--- src/rtl/ro_meas_ctrl.sv ---
// ro_meas_ctrl
//   Sequencer for the inverter-chain ring oscillator. A measurement enables
//   the ring, lets it settle for WARMUP_CYC clk cycles, counts synchronised
//   RO rising edges over a window of gate_cycles clk cycles, drops the ring,
//   drains the synchroniser for 3 cycles and then pulses done for one cycle.
//
//   Build option: define RO_AVG4_EN to measure four back-to-back windows and
//   report the truncated average (accumulator >> 2). Undefined gives a single
//   window with no accumulator.
//
// Ports
//   clk          in   1       system clock, rising edge
//   rst          in   1       asynchronous reset, active-high
//   start        in   1       measurement request, sampled only when idle
//   gate_cycles  in   GATE_W  window length in clk cycles, latched on accept
//   ro_out       in   1       RO tap, asynchronous to clk
//   ro_en        out  1       RO chain enable
//   busy         out  1       high whenever not idle
//   done         out  1       one-cycle pulse, count valid
//   count        out  CNT_W   rising edges in window, held until next accept
//   overflow     out  1       count saturated during last measurement
module ro_meas_ctrl #(
  parameter int CNT_W      = 16,
  parameter int GATE_W     = 12,
  parameter int WARMUP_CYC = 8
) (
  input  logic              clk,
  input  logic              rst,
  input  logic              start,
  input  logic [GATE_W-1:0] gate_cycles,
  input  logic              ro_out,
  output logic              ro_en,
  output logic              busy,
  output logic              done,
  output logic [CNT_W-1:0]  count,
  output logic              overflow
);

  localparam int WARM_W = (WARMUP_CYC > 1) ? $clog2(WARMUP_CYC) : 1;
  localparam logic [WARM_W-1:0] WARM_LOAD = WARM_W'(WARMUP_CYC - 1);

  typedef enum logic [2:0] {
    ST_IDLE,
    ST_WARMUP,
    ST_MEASURE,
    ST_FLUSH,
    ST_DONE
  } state_t;

  state_t state, state_n;

  logic              s1, s2, s3;
  logic              ro_rise;
  logic              accept;
  logic [WARM_W-1:0] warm_cnt;
  logic [GATE_W-1:0] gate_lat;
  logic [GATE_W-1:0] gate_cnt;
  logic [1:0]        flush_cnt;
  logic              last_win;
  logic              ro_en_n, busy_n, done_n;
  logic [CNT_W:0]    inc_res;

  // Saturating increment: returns {saturated_hit, next_value}. The hit flag
  // marks an edge that arrived while already at all-ones, i.e. a lost edge.
  function automatic logic [CNT_W:0] sat_inc(input logic [CNT_W-1:0] v,
                                             input logic             inc);
    if (!inc)
      sat_inc = {1'b0, v};
    else if (&v)
      sat_inc = {1'b1, v};
    else
      sat_inc = {1'b0, v + CNT_W'(1)};
  endfunction

  assign accept  = (state == ST_IDLE) && start;
  assign ro_rise = s2 & ~s3;

  // Stage boundary: two-flop synchroniser plus one delay flop for edge detect
  always_ff @(posedge clk or posedge rst) begin
    if (rst) begin
      s1 <= 1'b0;
      s2 <= 1'b0;
      s3 <= 1'b0;
    end else begin
      s1 <= ro_out;
      s2 <= s1;
      s3 <= s2;
    end
  end

  always_comb begin
    state_n = state;
    case (state)
      ST_IDLE:    if (start) state_n = ST_WARMUP;
      ST_WARMUP:  if (warm_cnt == '0)
                    state_n = (gate_lat == '0) ? ST_FLUSH : ST_MEASURE;
      ST_MEASURE: if (gate_cnt == '0 && last_win) state_n = ST_FLUSH;
      ST_FLUSH:   if (flush_cnt == 2'd0) state_n = ST_DONE;
      ST_DONE:    state_n = ST_IDLE;
      default:    state_n = ST_IDLE;
    endcase
    // Outputs are decoded from the next state and registered so they line
    // up exactly with the state they describe.
    ro_en_n = (state_n == ST_WARMUP) || (state_n == ST_MEASURE);
    busy_n  = (state_n != ST_IDLE);
    done_n  = (state_n == ST_DONE);
  end

  // Stage boundary: state and registered control outputs
  always_ff @(posedge clk or posedge rst) begin
    if (rst) begin
      state <= ST_IDLE;
      ro_en <= 1'b0;
      busy  <= 1'b0;
      done  <= 1'b0;
    end else begin
      state <= state_n;
      ro_en <= ro_en_n;
      busy  <= busy_n;
      done  <= done_n;
    end
  end

  // Stage boundary: phase counters. Each counts down to zero on the last
  // cycle of its phase; gate_cnt reloads at every window end so the averaging
  // build can run windows back to back.
  always_ff @(posedge clk or posedge rst) begin
    if (rst) begin
      warm_cnt  <= '0;
      gate_lat  <= '0;
      gate_cnt  <= '0;
      flush_cnt <= '0;
    end else begin
      if (accept) begin
        gate_lat <= gate_cycles;
        warm_cnt <= WARM_LOAD;
      end else if (state == ST_WARMUP) begin
        warm_cnt <= warm_cnt - WARM_W'(1);
      end

      if (state == ST_MEASURE && gate_cnt != '0)
        gate_cnt <= gate_cnt - GATE_W'(1);
      else
        gate_cnt <= gate_lat - GATE_W'(1);

      if (state == ST_FLUSH)
        flush_cnt <= flush_cnt - 2'd1;
      else
        flush_cnt <= 2'd2;
    end
  end

`ifdef RO_AVG4_EN
  localparam int ACC_W = CNT_W + 2;

  logic [1:0]       win_cnt;
  logic [CNT_W-1:0] raw;
  logic [ACC_W-1:0] acc;
  logic [ACC_W-1:0] acc_sum;

  assign last_win = (win_cnt == 2'd3);
  assign inc_res  = sat_inc(raw, ro_rise);
  // Includes an edge on the window's final cycle.
  assign acc_sum  = acc + ACC_W'(inc_res[CNT_W-1:0]);

  // Stage boundary: per-window raw count, accumulator and averaged result
  always_ff @(posedge clk or posedge rst) begin
    if (rst) begin
      win_cnt  <= '0;
      raw      <= '0;
      acc      <= '0;
      count    <= '0;
      overflow <= 1'b0;
    end else if (accept) begin
      win_cnt  <= '0;
      raw      <= '0;
      acc      <= '0;
      count    <= '0;
      overflow <= 1'b0;
    end else if (state == ST_MEASURE) begin
      if (inc_res[CNT_W])
        overflow <= 1'b1;
      if (gate_cnt == '0) begin
        raw     <= '0;
        acc     <= acc_sum;
        win_cnt <= win_cnt + 2'd1;
        if (last_win)
          count <= CNT_W'(acc_sum >> 2);
      end else begin
        raw <= inc_res[CNT_W-1:0];
      end
    end
  end
`else
  assign last_win = 1'b1;
  assign inc_res  = sat_inc(count, ro_rise);

  // Stage boundary: live saturating edge count
  always_ff @(posedge clk or posedge rst) begin
    if (rst) begin
      count    <= '0;
      overflow <= 1'b0;
    end else if (accept) begin
      count    <= '0;
      overflow <= 1'b0;
    end else if (state == ST_MEASURE) begin
      count <= inc_res[CNT_W-1:0];
      if (inc_res[CNT_W])
        overflow <= 1'b1;
    end
  end
`endif

endmodule
--- config.mk ---
export PLATFORM = sky130hd
export DESIGN_NAME = ro_meas_ctrl
export DESIGN_NICKNAME = d
export VERILOG_FILES = /design/src/rtl/ro_meas_ctrl.sv
export SDC_FILE = /design/constraint.sdc
export NUM_CORES = 1
export LEC_CHECK = 0
export ABC_AREA = 1
export BUFFER_PORTS_ARGS = -buffer_cell sky130_fd_sc_hd__buf_2
export CELL_PAD_IN_SITES_DETAIL_PLACEMENT = 1
export CELL_PAD_IN_SITES_GLOBAL_PLACEMENT = 1
export CORE_MARGIN = 2
export CORE_UTILIZATION = 32
export CTS_BUF_LIST = sky130_fd_sc_hd__clkbuf_16
export CTS_CLUSTER_SIZE = 30
export DETAILED_ROUTE_END_ITERATION = 12
export PLACE_DENSITY_LB_ADDON = 0.1
export SYNTH_ARGS = -nofsm -noshare
export SYNTH_HDL_FRONTEND = slang
export SYNTH_SLANG_ARGS = --single-unit
export TNS_END_PERCENT = 100
--- constraint.sdc ---
create_clock -name clk -period 4.7 [get_ports clk]
set_input_delay 0.94 -clock clk [delete_from_list [all_inputs] [get_ports clk]]
set_output_delay 0.94 -clock clk [all_outputs]
set_load 0.1 [all_outputs]
# Word level (Yosys, flattened, before mapping)
# Cells that the tools add are included.
# totals
ff_bits,55
input_bits,16
out_inout_bits,20
# op_classes
n_addsub,5
n_eq_ne,7
muxes,17
bitwise_logic,2
n_reduce_logical,17
# op_table
op,count
$mux 17,2
$mux 16,2
$logic_not 12->1,2
$sub 12x1->12 const B,2
$mux 3,6
$add 16x1->16 const B,1
$reduce_and 16->1,1
$mux 12,1
$pmux 3 s4,1
$reduce_bool 12->1,1
$eq 3x2->1 const B,3
$reduce_bool 2->1,4
$eq 3x1->1 const B,2
$logic_not 3->1,2
$mux 1,4
$eq 3x3->1 const B,1
$reduce_and 3->1,1
$reduce_bool 3->1,1
$sub 3x1->3 const B,1
$logic_and 1x1->1,2
$logic_not 2->1,1
$mux 2,1
$ne 2x2->1 const B,1
$reduce_and 2->1,1
4 further kinds,4

# Longest topological paths before layout
# depth
word_depth,6
mapped_depth,14
mapped_depth_nobuf,14

# Worst setup path after synthesis
# Ideal clock, no wire load.
# synth_path
kind,reg-to-reg
startpoint,reg count[0]
endpoint,reg count[10]
setup_time_ps,125
arrival_time_ps,2373
required_time_ps,4575
path_slack_ps,2202
path_stages_with_launch,13
path_buffers,0
synth_period_minus_slack_ps,2498
cell_sequence,dfrtp_1 -> ha_1 -> nand3_1 -> nor2_2 -> nand3_2 -> nor2_1 -> nand2_1 -> nand2_4 -> nand2_4 -> inv_2 -> o21ai_1 -> inv_1 -> nor2_1
# synth_via
elab_chain_len,5
# synth_rtl
item,line,text
"start, declared",35,"output logic [CNT_W-1:0] count,"
"start signal, assigned",207,count <= inc_res[CNT_W-1:0];
$add 16x1->16,72,"sat_inc = {1'b0, v + CNT_W'(1)};"
$mux 17,69,else if (&v)
$mux 17,67,if (!inc)
$mux 16,206,end else if (state == ST_MEASURE) begin
$mux 16,203,end else if (accept) begin
# Several ways; a longest one is shown, not always the timed one. The select of a mux whose other input is x is not followed.
# A chain may end at the register's enable or synchronous reset.

# Final worst setup path
# layout_path
startpoint,in start
endpoint,reg busy
# layout_via
elab_chain_len,3
# layout_rtl
item,line,text
"start, declared",29,"input logic start,"
$mux 3,94,ST_IDLE: if (start) state_n = ST_WARMUP;
$pmux 3 s4,93,case (state)
named net state_n[0],50,"state_t state, state_n;"
$reduce_bool 3->1,105,busy_n = (state_n != ST_IDLE);
named net busy_n,60,"logic ro_en_n, busy_n, done_n;"
"end signal, assigned",119,busy <= busy_n;
"end, declared",33,"output logic busy,"
# The timed path passes the listed nets, and every way through them passes these cells.

==> results_dict.tcl <==
set metrics [dict create \
    track_usage 0.150 \
    setup_viol 0 \
    synthesis.nets 382 \
    crit_path_top_delay_cell "inv_1" \
    p_sw_uw 325 \
    clock_sinks 55 \
    cp_max_fo 33 \
    path_cells "buf_2 -> nand3_1 -> inv_1 -> a21oi_1 -> nand2_1 -> or3_1" \
    ys_warn_count 0 \
    coreArea_mm2 0.00876 \
    worstSkewPairLatency_ns 0.28 \
    end_kind "register" \
    worst_slack_ns 2.14 \
    placed_cell_area_mm2 0.00319 \
    power_mw 1.04 \
    syn_area_mm2 0.00292 \
    die_h_um 99.5 \
    p_clk_frac 0.336 \
    path_delay_family "simple AND/OR/NAND/NOR gates" \
    wl_per_cell_um 13.8 \
    grt_pass1_vias 2373 \
    avgViaCountPerCell 4.64 \
    arrival_ns 2.72 \
    p_int_uw 710 \
    drv_slew 0 \
    numCtsBuffers 5 \
    n_antenna_cell 0 \
    slowest_delay_ns 0.58 \
    gr-total-overflow 0 \
    drc 0 \
    swShare 0.314 \
    drtAntennaViolNets 0 \
    io_buffer_count 35 \
    required_ns 4.86 \
    cts_max_path_buffers 2 \
    tns_ns 0 \
    status "finished clean" \
    relSlewSlack 0.393 \
    hp-class "reg2reg" \
    io-pin-count 36 \
    start_util 0.333 \
    finClkSkew_ns 0.00326 \
    layout.nets 418 \
    antenna_found_initial 0 \
    synth.yosys.seq_area_share 0.472 \
    fmax_mhz 391 \
    synthToLayoutAreaGrowth_pct 13.9 \
    synthCells 361 \
    grt_max_degree 35 \
    reg2reg_depth 6 \
    max_cap_violations 0 \
    worst-path-stages 6 \
    grt_pass1_wl_mm 11.9 \
    ys_ff_latch 55 \
    clkTransAtPathRegs_ns 0.07 \
    synth_cell_types 35 \
    cp_num_buf_inv 2 \
    final_layout_size_suffix_gt1_frac 0.192 \
    p_leak_nw 1.56 \
    avgSynthCellArea_um2 8.08 \
    hold_violations 0 \
    dr.pass1.iters 4 \
    rsz0062_at_grt "false" \
    tritoncts "yes" \
    period_needed_ns 2.56 \
    ctsResizeCount 0 \
    p_seq_frac 0.490 \
    vdd_drop_max_mv 0.148 \
    gp_congestion 0.825 \
    fin_area_mm2 0.00332 \
    multi_input_area_mm2 0.00127 \
    combPwrFrac 0.174 \
    routed_wl_mm 6.97 \
    die_w_um 99.5 \
    final_cell_mix "nand2_1 (77), inv_1 (55), dfrtp_1 (55)" \
    post-place-ws_ns 1.77 \
    die_area_mm2 0.00990 \
    start_kind "input port" \
    hold_path_depth 0 \
    register_area_mm2 0.00138 \
    power_density_mw_per_mm2 312 \
    cts_max_level 2 \
    worstSetupPathType "in2reg" \
    worst_slew_pin_slew_ns 0.909 \
    place.detailed.hpwl_mm 5.31 \
    via_count 2339 \
    drt_iter0_drc 65 \
    post-cts-setup-buffer-count 0 \
    period_share 0.544 \
    clock-root-buffer "clkbuf_16" \
    fill_cells 1112 \
    final_common_cell "nand2_1" \
    cts_hold_buf 0 \
    rows 34 \
]
-- sequential cells by signal (all words and copies together), names as in the netlist, 2 cells and up --
signal     count
count         16
gate_cnt      12
gate_lat      12
state          3
warm_cnt       3
flush_cnt      2
-- worst register-to-register path, delay by kind of cell (launching register included) --
family                 cells  cell delay [ns]
buffers and inverters      1             0.86
AND/OR/NAND/NOR            3             0.76
flip-flops                 1             0.42
XOR/XNOR                   1             0.16
AO/OA/AOI/OAI              1             0.08
-- power groups by stage --
stage	clock [mW]	sequential, mW	combinational (mW)
final	0.348	0.507	0.180
after global routing	0.381	0.510	0.190
after CTS	0.362	0.507	0.182
after detailed placement	0	0.516	0.181
after global placement	0	0.516	0.180
after floorplan	0	0.619	0.0382
-- routing by layer --
metal,vias to the layer above,global-route usage,wire length (um)
li1,1200,-,-
met1,1111,0.229,3700
met2,26,0.226,3040
met3,2,0.0246,186
met4,0,0.0285,43
met5,-,0,0
-- final cells by class --
class	instances	area share
sequential	55	0.414
multi-input combinational	238	0.381
inverter	61	0.0689
timing repair buffer	36	0.0550
tap	108	0.0407
clock buffer	5	0.0377
clock inverter	1	0.00226
-- worst paths after layout --
path	startpoint	endpoint	slack, ns
min in group asynchronous	rst	warm_cnt[1]$_DFFE_PP0P_	0.79
setup reg to reg	state[2]$_DFF_PP0_	ro_en$_DFF_PP0_	2.35
hold reg to reg	s1$_DFF_PP0_	s2$_DFF_PP0_	0.35
max in group asynchronous	rst	gate_lat[3]$_DFFE_PP0P_	3.12
setup / recovery	start	busy$_DFF_PP0_	2.14
hold / removal	s1$_DFF_PP0_	s2$_DFF_PP0_	0.35
-- synth_stat cells --
| cell | count | area, um^2 |
|---|---|---|
| o21a_1 | 1 | 7.51 |
| nor2_4 | 3 | 33.8 |
| a21oi_1 | 11 | 55.1 |
| buf_8 | 1 | 15.0 |
| dfrtp_1 | 55 | 1380 |
| or3_1 | 1 | 6.26 |
| inv_2 | 5 | 18.8 |
| nand2_4 | 3 | 33.8 |
| nand3b_1 | 5 | 37.5 |
| nor3b_1 | 2 | 15.0 |
| nor3_4 | 1 | 16.3 |
| clkbuf_1 | 3 | 11.3 |
| nor3_2 | 2 | 20.0 |
| buf_2 | 1 | 5.00 |
| nand3_1 | 18 | 90.1 |
| nor3_1 | 8 | 40.0 |
| nor2_2 | 5 | 31.3 |
| nor2_1 | 31 | 116 |
| or2_1 | 1 | 6.26 |
| o31ai_1 | 1 | 7.51 |
| nor4_1 | 1 | 6.26 |
| o21ai_1 | 4 | 20.0 |
| nand4_1 | 11 | 68.8 |
| xnor2_1 | 4 | 35.0 |
| nand2_1 | 77 | 289 |
| o21ai_2 | 1 | 8.76 |
| nand2_2 | 11 | 68.8 |
| inv_1 | 56 | 210 |
| ha_1 | 5 | 62.6 |
| o21ai_0 | 22 | 110 |
| buf_6 | 1 | 11.3 |
| nand3_2 | 1 | 10.0 |
| buf_1 | 1 | 3.75 |
| xor2_1 | 7 | 61.3 |
| a21oi_2 | 1 | 8.76 |
-- through the flow --
| step | utilization | hold slack [ns] | std cells |
|---|---|---|---|
| finish | 0.379 | 0.351 | 504 |
| global route | 0.379 | 0.359 | 504 |
| CTS | 0.379 | 0.355 | 504 |
| detailed placement | 0.364 | 0.338 | 498 |
| global placement | 0.364 | 0.332 | 498 |
| floorplan | - | 0.331 | 361 |
-- logic make-up (layout without fill, tap and decap cells) --
family          after synthesis  count (layout)  share of synthesized area
flops                        55              55                      0.472
xor+xnor                     11              11                     0.0330
compound gates               41              41                     0.0746
fa+ha+maj                     5               5                     0.0214
simple gates                181             181                      0.305
buf+inv                      68             103                     0.0943
(Power assumes the default switching activity.)
